## src/rtl/instruction_fetch.sv

```systemverilog
// instruction_fetch: PC register plus a single-outstanding instruction fetch into IR.
// Optional fetch timeout is enabled by defining FETCH_TIMEOUT_EN.
module instruction_fetch #(
    parameter int                  PC_WIDTH       = 8,
    parameter logic [PC_WIDTH-1:0] RESET_PC       = '0,
    parameter int                  TIMEOUT_CYCLES = 15
) (
    input  logic                Clock,
    input  logic                Reset,
    input  logic                PC_CLR,
    input  logic                PC_IC,
    input  logic                PR_ID,
    input  logic [15:0]         IM_RDATA,
    input  logic                IM_ACK,
    output logic [PC_WIDTH-1:0] IM_ADDR,
    output logic                IM_REQ,
    output logic [15:0]         IR,
    output logic                IR_VALID,
    output logic [PC_WIDTH-1:0] PC,
    output logic                FETCH_ERR
);
    typedef enum logic {IDLE, FETCH} state_t;

    state_t              state, next_state;
    logic [PC_WIDTH-1:0] fetch_addr;
    logic                start, accept, timeout;

    assign start  = state == IDLE && PR_ID;
    assign accept = state == FETCH && IM_ACK && !PC_CLR;

`ifdef FETCH_TIMEOUT_EN
    localparam int CNT_W = $clog2(TIMEOUT_CYCLES + 1);

    logic [CNT_W-1:0] cnt;

    // An ack or an abort on the limit edge wins over the timeout
    assign timeout = state == FETCH && !IM_ACK && !PC_CLR && cnt == CNT_W'(TIMEOUT_CYCLES - 1);

    // Cycles spent in FETCH; held at zero in IDLE so every fetch starts fresh
    always_ff @(posedge Clock or negedge Reset) begin
        if (!Reset) cnt <= '0;
        else        cnt <= state == FETCH ? cnt + 1'b1 : '0;
    end

    // One-cycle error pulse on the edge after the timeout
    always_ff @(posedge Clock or negedge Reset) begin
        if (!Reset) FETCH_ERR <= 1'b0;
        else        FETCH_ERR <= timeout;
    end
`else
    assign timeout = 1'b0;
    // TIMEOUT_CYCLES has no effect in this build; the comparison is constant false
    assign FETCH_ERR = TIMEOUT_CYCLES < 0;
`endif

    // State register
    always_ff @(posedge Clock or negedge Reset) begin
        if (!Reset) state <= IDLE;
        else        state <= next_state;
    end

    // Next state: a fetch ends on ack, abort or timeout
    always_comb begin
        next_state = state == IDLE ? (PR_ID ? FETCH : IDLE)
                   : (PC_CLR || IM_ACK || timeout) ? IDLE : FETCH;
    end

    // Outputs: address is frozen to the captured value while a fetch is outstanding
    always_comb begin
        IM_REQ  = state == FETCH;
        IM_ADDR = state == FETCH ? fetch_addr : PC;
    end

    // Program counter; clear has priority over increment
    always_ff @(posedge Clock or negedge Reset) begin
        if (!Reset)      PC <= RESET_PC;
        else if (PC_CLR) PC <= RESET_PC;
        else if (PC_IC)  PC <= PC + 1'b1;
    end

    // Fetch address capture; a simultaneous clear fetches from RESET_PC
    always_ff @(posedge Clock or negedge Reset) begin
        if (!Reset)     fetch_addr <= RESET_PC;
        else if (start) fetch_addr <= PC_CLR ? RESET_PC : PC;
    end

    // Instruction register and its valid flag
    always_ff @(posedge Clock or negedge Reset) begin
        if (!Reset) begin
            IR       <= 16'h0000;
            IR_VALID <= 1'b0;
        end else if (accept) begin
            IR       <= IM_RDATA;
            IR_VALID <= 1'b1;
        end else if (timeout) begin
            IR       <= 16'h0000;
        end else if (start) begin
            IR_VALID <= 1'b0;
        end
    end
endmodule
```

## config.mk

```make
export PLATFORM = sky130hd
export DESIGN_NAME = instruction_fetch
export DESIGN_NICKNAME = d
export VERILOG_FILES = /design/src/rtl/instruction_fetch.sv
export SDC_FILE = /design/constraint.sdc
export NUM_CORES = 1
export LEC_CHECK = 0
export CAP_MARGIN = 20
export CORE_UTILIZATION = 35
export CTS_CLUSTER_DIAMETER = 80
export DETAILED_ROUTE_END_ITERATION = 8
export PLACE_DENSITY = 0.66
export SLEW_MARGIN = 25
export SYNTH_ARGS = -nofsm -noshare
export SYNTH_HDL_FRONTEND = slang
export SYNTH_SLANG_ARGS = --single-unit
```

## constraint.sdc

```tcl
create_clock -name Clock -period 2.86 [get_ports Clock]
set_input_delay 0.572 -clock Clock [delete_from_list [all_inputs] [get_ports Clock]]
set_output_delay 0.572 -clock Clock [all_outputs]
set_load 0.05 [all_outputs]
```

==> results of run 1 <==
## path summary, 6_finish.rpt
path                               start             to  slack, ns  cells past startpoint
min                        fetch_addr[7]  fetch_addr[7]       0.48                      2
min reg2reg                fetch_addr[7]  fetch_addr[7]       0.48                      2
max reg2reg                       IM_REQ  fetch_addr[2]       1.24                      2
min in group asynchronous          Reset          PC[1]       0.70                      2
max in group asynchronous          Reset         IR[14]       1.85                      2
max                               IM_REQ     IM_ADDR[1]       0.21                      2
## per-layer routing
metal	part of all wire (%)	vias up	track usage [%]	wire, um
li1	-	532	-	-
met1	41	551	17.9	1380
met4	1.0	0	7.03	34
met2	54	25	27.3	1810
met5	0	-	0	0
met3	3.0	2	3.67	100
## cell usage in the layout, fill, tap and decap left out, drive strengths merged, types with 2 or more instances in the layout
cell type       n
a21oi           2
buf             2
clkbuf          7
clkdlybuf4s50  55
dfrtp          34
mux2           23
mux2i           2
nand2          13
nand2b          9
nand3           2
nand4           2
nor2            5
o21ai          12
or3             2
xor2            3
## power by group through the flow
stage,combinational (W),sequential [W],clock (W)
2_1_floorplan,0.000133,0.000840,0
3_3_place_gp,0.000565,0.000605,0
3_5_place_dp,0.000573,0.000611,0
4_1_cts,0.000575,0.000603,0.000369
5_1_grt,0.000593,0.000611,0.000386
6_report,0.000569,0.000601,0.000355
## through the flow
stage               hold slack, ns  util [%]  total power (W)  setup slack, ns
finish                       0.481      53.8          0.00153            0.213
global route                 0.509      53.8          0.00159            0.141
detailed placement           0.467      51.5          0.00118            0.498
floorplan                    0.276         -         0.000974            0.331
CTS                          0.484      53.8          0.00155            0.191
global placement             0.461      51.5          0.00117            0.519
## registers in the layout (all words and copies together) (netlist names)
signal and count:
IR 16, IM_REQ 1, IR_VALID 1, fetch_addr 8
PC 8
## final cells by class
| cell class | count | area [sq um] |
|---|---|---|
| flip-flops and latches | 34 | 851 |
| repair buffers | 57 | 566 |
| clock inverters | 1 | 5.00 |
| well taps | 50 | 62.6 |
| clock buffers | 7 | 86.3 |
| inverters | 1 | 3.75 |
| fillers | 368 | 1900 |
| multi-input cells | 82 | 638 |
## cells by family (layout without fill, tap and decap cells)
kind of cell,after synthesis,count (layout)
adder cells (fa/ha/maj),1,1
other,1,1
AND/OR/NAND/NOR,37,37
AO/OA/AOI/OAI,14,14
flip-flops,34,34
XOR/XNOR,4,4
buffers and inverters,8,66
multiplexers,25,25
## critical path: cells and delay by family, from the launching register on
kind,cells,cell delay (ns)
buffers and inverters,1,0.71
DFF,1,0.69
muxes,1,0.41
==> impl_metrics.yaml, run 1 <==
floorplanning:
  chipHeight_um: 68.3
  die_area_sq_um: 4660
  die_w_um: 68.3
  ios: 57
  start_util_pct: 37.4
  core_area_sq_um: 4120
  rows: 23
synth:
  netlist_area_sq_um: 1540
  synthXorXnorAreaFrac_pct: 2.28
  synth.area.mux_share_pct: 20.3
  synth_cell_types: 27
  ys_ff_latch: 34
  synth-adder-area-share_pct: 0.814
  synth_top_flop_cell: "dfrtp_1"
  synthDominantCellAreaShare_pct: 55.3
  synthCells: 124
  yosys.area.top_type: "dfrtp_1"
  yosysWarningCount: 0
  syn_avg_cell_area_sq_um: 12.4
  synth_nets: 147
  synthTopCellsByCount: "34 x dfrtp_1, 14 x mux2_2, 13 x nand2_1"
  async_reset_ff_share_pct: 100
  synth_top_family_by_area: "multiplexers"
  synth_area_leaders: "dfrtp_1 55%, mux2_2 10%, mux2_4 8.8%"
  synth_most_common_cell: "dfrtp_1"
  seq_area_frac_synth_pct: 55.3
  synth_compound_area_share_pct: 4.56
  synthSimpleGateAreaFrac_pct: 13.3
  synth_edf_count: 0
critical_path:
  critPathKind: "reg -> out"
  cpPeakStageDelay_ns: 0.71
  worstPathCellList: "mux2_2 -> clkdlybuf4s50_1"
  startpoint_type: "register"
  worstPathMaxFanout: 13
  worstSetupEndpointType: "primary output"
  cp_slowest_cell: "clkdlybuf4s50_1"
  worst_ep_arrival_time_ns: 2.07
  critPathRequiredTime_ns: 2.29
pwr:
  p_comb_share_pct: 37.3
  vdd_ir_drop_max_uv: 546
  p_sw_share_pct: 36.4
  powerDensity_nw_per_um2: 690
  leakage_nw: 0.967
  internal_power_w: 0.000971
  clock_power_share_pct: 23.3
  power.net_switching_w: 0.000555
  p_seq_share_pct: 39.4
worst_hold_path:
  hold_path.class: "reg -> reg"
clock_tree:
  hold_buffers: 0
  cts_tree: "built"
  cts_inserted_buffers: 5
  clk_pin_slew_ns: 0.06
  root_buffer: "clkbuf_8"
  h-tree-depth: 2
  cts.sinks: 34
  post_cts_resize_count: 0
  clock_latency_ns: 0.28
  clock_path_buffers: 2
  post-cts-setup-buffer-count: 0
global_routing:
  first_global_vias: 1144
  antenna_found_initial: 0
  grt_max_degree: 35
  grt_usage_pct: 15.6
  overflow: 0
  grt_pass1_wl_mm: 5.28
sta:
  setup_viol: 0
  rsz0062_at_grt: "no"
  fmax_mhz: 378
  finClkSkew_ns: 0.00560
  finalSetupTns_ns: 0
  max_slew.worst_pin.slew_ns: 0.599
  post-route-period-util_pct: 92.5
  hold_viol_final: 0
  final_max_slew_viol_count: 0
  period_needed_ns: 2.65
  relSlewSlack_pct: 60.1
flow_run:
  drv_cap: 0
drt:
  antenna_left: 0
  drc: 0
  wire_per_inst_um: 14.3
  firstDrtPassIters: 4
  vias: 1110
  drt_iter0_drc: 34
  routed_wl_mm: 3.32
  drt-vias-per-instance: 4.78
cells_and_area:
  layout.cells.non_filler: 232
  diodes: 0
  drive_gt1_share_pct: 19.2
  postLayoutCellArea_sq_um: 2210
  num-nets-final: 204
  area_growth_syn_to_layout_pct: 43.9
placed_design:
  dp_hpwl_mm: 2.44
  numPortBuffers: 55
  dpl_cell_area_sq_um: 2120
  gp_congestion: 0.740
  numPlacedInstances: 224
run_status:
  status: "finished, final reports clean"
(Power assumes the default switching activity.)
==> inputs of run 2 (changes only) <==
Settings changed: CTS_CLUSTER_DIAMETER 80 to 40, TNS_END_PERCENT set to 100.
==> results of run 2 <==
Same layout as run 1: the final DEF is identical, and so are final timing and power.
==> inputs of run 3 (changes only) <==
Settings changed: CELL_PAD_IN_SITES_DETAIL_PLACEMENT set to 2, CELL_PAD_IN_SITES_GLOBAL_PLACEMENT set to 2, CORE_UTILIZATION 35 to 29, PLACE_DENSITY 0.66 to not set, PLACE_DENSITY_LB_ADDON set to 0.1.
==> impl_metrics.yaml, run 3 (synthesis gave the netlist of run 1 again) <==
critical_path:
  critPathKind: "reg -> out"
  ff2ff_path_depth: 2
  startpoint_type: "register"
  worstSetupEndpointType: "primary output"
  critPathRequiredTime_ns: 2.29
  worst_ep_arrival_time_ns: 2.13
  worstPathMaxFanout: 13
cells_and_area:
  area_growth_syn_to_layout_pct: 45.9
  num-nets-final: 203
  regArea_sq_um: 851
  regMostFlops: "IR"
  final_common_cell: "clkdlybuf4s50_1"
  n_fill_cell: 527
  multi_input_area_sq_um: 638
  final_cell_mix: "54 x clkdlybuf4s50_1, 34 x dfrtp_1, 14 x mux2_2"
  reg_top3: "IR: 16 flops, PC: 8 flops, fetch_addr: 8 flops"
  largest_reg_flops: 16
  diodes: 0
  drive_gt1_share_pct: 19.9
sta:
  period_needed_ns: 2.70
  max_slew.worst_pin.slew_ns: 0.791
  fmax_mhz: 370
  final_max_slew_viol_count: 0
  hold_viol_final: 0
  post-route-period-util_pct: 94.4
  setup_viol: 0
  finalSetupTns_ns: 0
  finClkSkew_ns: 0.00400
  relSlewSlack_pct: 47.3
  setup_ws_ns: 0.160
  rsz0062_at_grt: "no"
floorplanning:
  rows: 26
  start_util_pct: 30.1
  die_w_um: 74.8
  chipHeight_um: 74.8
  core_area_sq_um: 5110
  ios: 57
  die_area_sq_um: 5600
drt:
  antenna_left: 0
  drt-vias-per-instance: 4.57
  drc: 0
  wire_per_inst_um: 15.7
  routed_wl_mm: 3.93
  vias: 1146
  firstDrtPassIters: 3
  drt_iter0_drc: 29
pwr:
  clock_power_share_pct: 26.4
  power.net_switching_w: 0.000577
  vdd_ir_drop_max_uv: 317
  p_seq_share_pct: 37.8
  powerDensity_nw_per_um2: 711
  p_sw_share_pct: 36.2
  leakage_nw: 0.972
  internal_power_w: 0.00102
  power_w: 0.00160
  p_comb_share_pct: 35.8
global_routing:
  first_global_vias: 1191
  grt_max_degree: 35
  antenna_found_initial: 0
  grt_pass1_wl_mm: 6.11
  grt_usage_pct: 15.4
  overflow: 0
clock_tree:
  cts_tree: "built"
  cts_inserted_buffers: 5
  hold_buffers: 0
  cts.sinks: 34
  post-cts-setup-buffer-count: 0
  clock_path_buffers: 2
  clk_pin_slew_ns: 0.07
  root_buffer: "clkbuf_8"
  clock_latency_ns: 0.29
  post_cts_resize_count: 0
  h-tree-depth: 2
placed_design:
  numPortBuffers: 55
  gp_congestion: 0.698
  place_ws_ns: 0.453
  dp_hpwl_mm: 2.71
worst_hold_path:
  hold_path.class: "in -> async"
flow_run:
  drv_cap: 0
run_status:
  status: "finished, final reports clean"
## run 3: per-stage QoR
stage / utilization (%) / cells / hold slack, ns / cell area (sq um)
finish: 43.9 / 251 / 0.363 / 2240
global route: 43.9 / 251 / 0.410 / 2240
CTS: 43.9 / 251 / 0.387 / 2240
detailed placement: 41.8 / 243 / 0.478 / 2130
global placement: 41.8 / 243 / 0.458 / 2130
floorplan: - / 124 / 0.276 / 1540
## run 3: worst paths after layout
path	end	slack, ns	startpoint
worst max-delay path	IM_ADDR[2]	0.16	IM_REQ
worst min-delay path	PC[6]	0.36	Reset
worst max register to register	fetch_addr[3]	1.15	IM_REQ
worst min register to register	fetch_addr[5]	0.49	fetch_addr[5]
max in group asynchronous	IR[5]	1.99	Reset
min in group Clock	fetch_addr[5]	0.49	fetch_addr[5]
## run 3: power groups by stage
stage	Combinational (W)	Sequential [W]	Clock, W
after global routing	0.000597	0.000612	0.000457
after global placement	0.000567	0.000605	0
after detailed placement	0.000577	0.000611	0
after CTS	0.000580	0.000604	0.000434
final	0.000572	0.000603	0.000421
after floorplan	0.000133	0.000840	0
## run 3: area by class of cell
type                    instances  share of cell area [%]
flip-flops and latches         34                    37.9
multi-input cells              82                    28.4
repair buffers                 56                    24.7
clock buffers                   8                    4.91
well taps                      70                    3.90
inverters                       1                   0.167
## run 3: worst max-delay path: stages, from the launching register on
cell and delay, ns:
dfrtp_1 0.72, mux2_2 0.41, clkdlybuf4s50_1 0.71
## run 3: layer usage
layer / part of all wire (%) / vias up / GRT usage [%]
met4: 1.5 / 0 / 6.29
met5: 0 / - / 0
li1: - / 530 / -
met1: 43 / 576 / 18.8
met3: 5.1 / 7 / 5.62
met2: 50 / 33 / 24.7
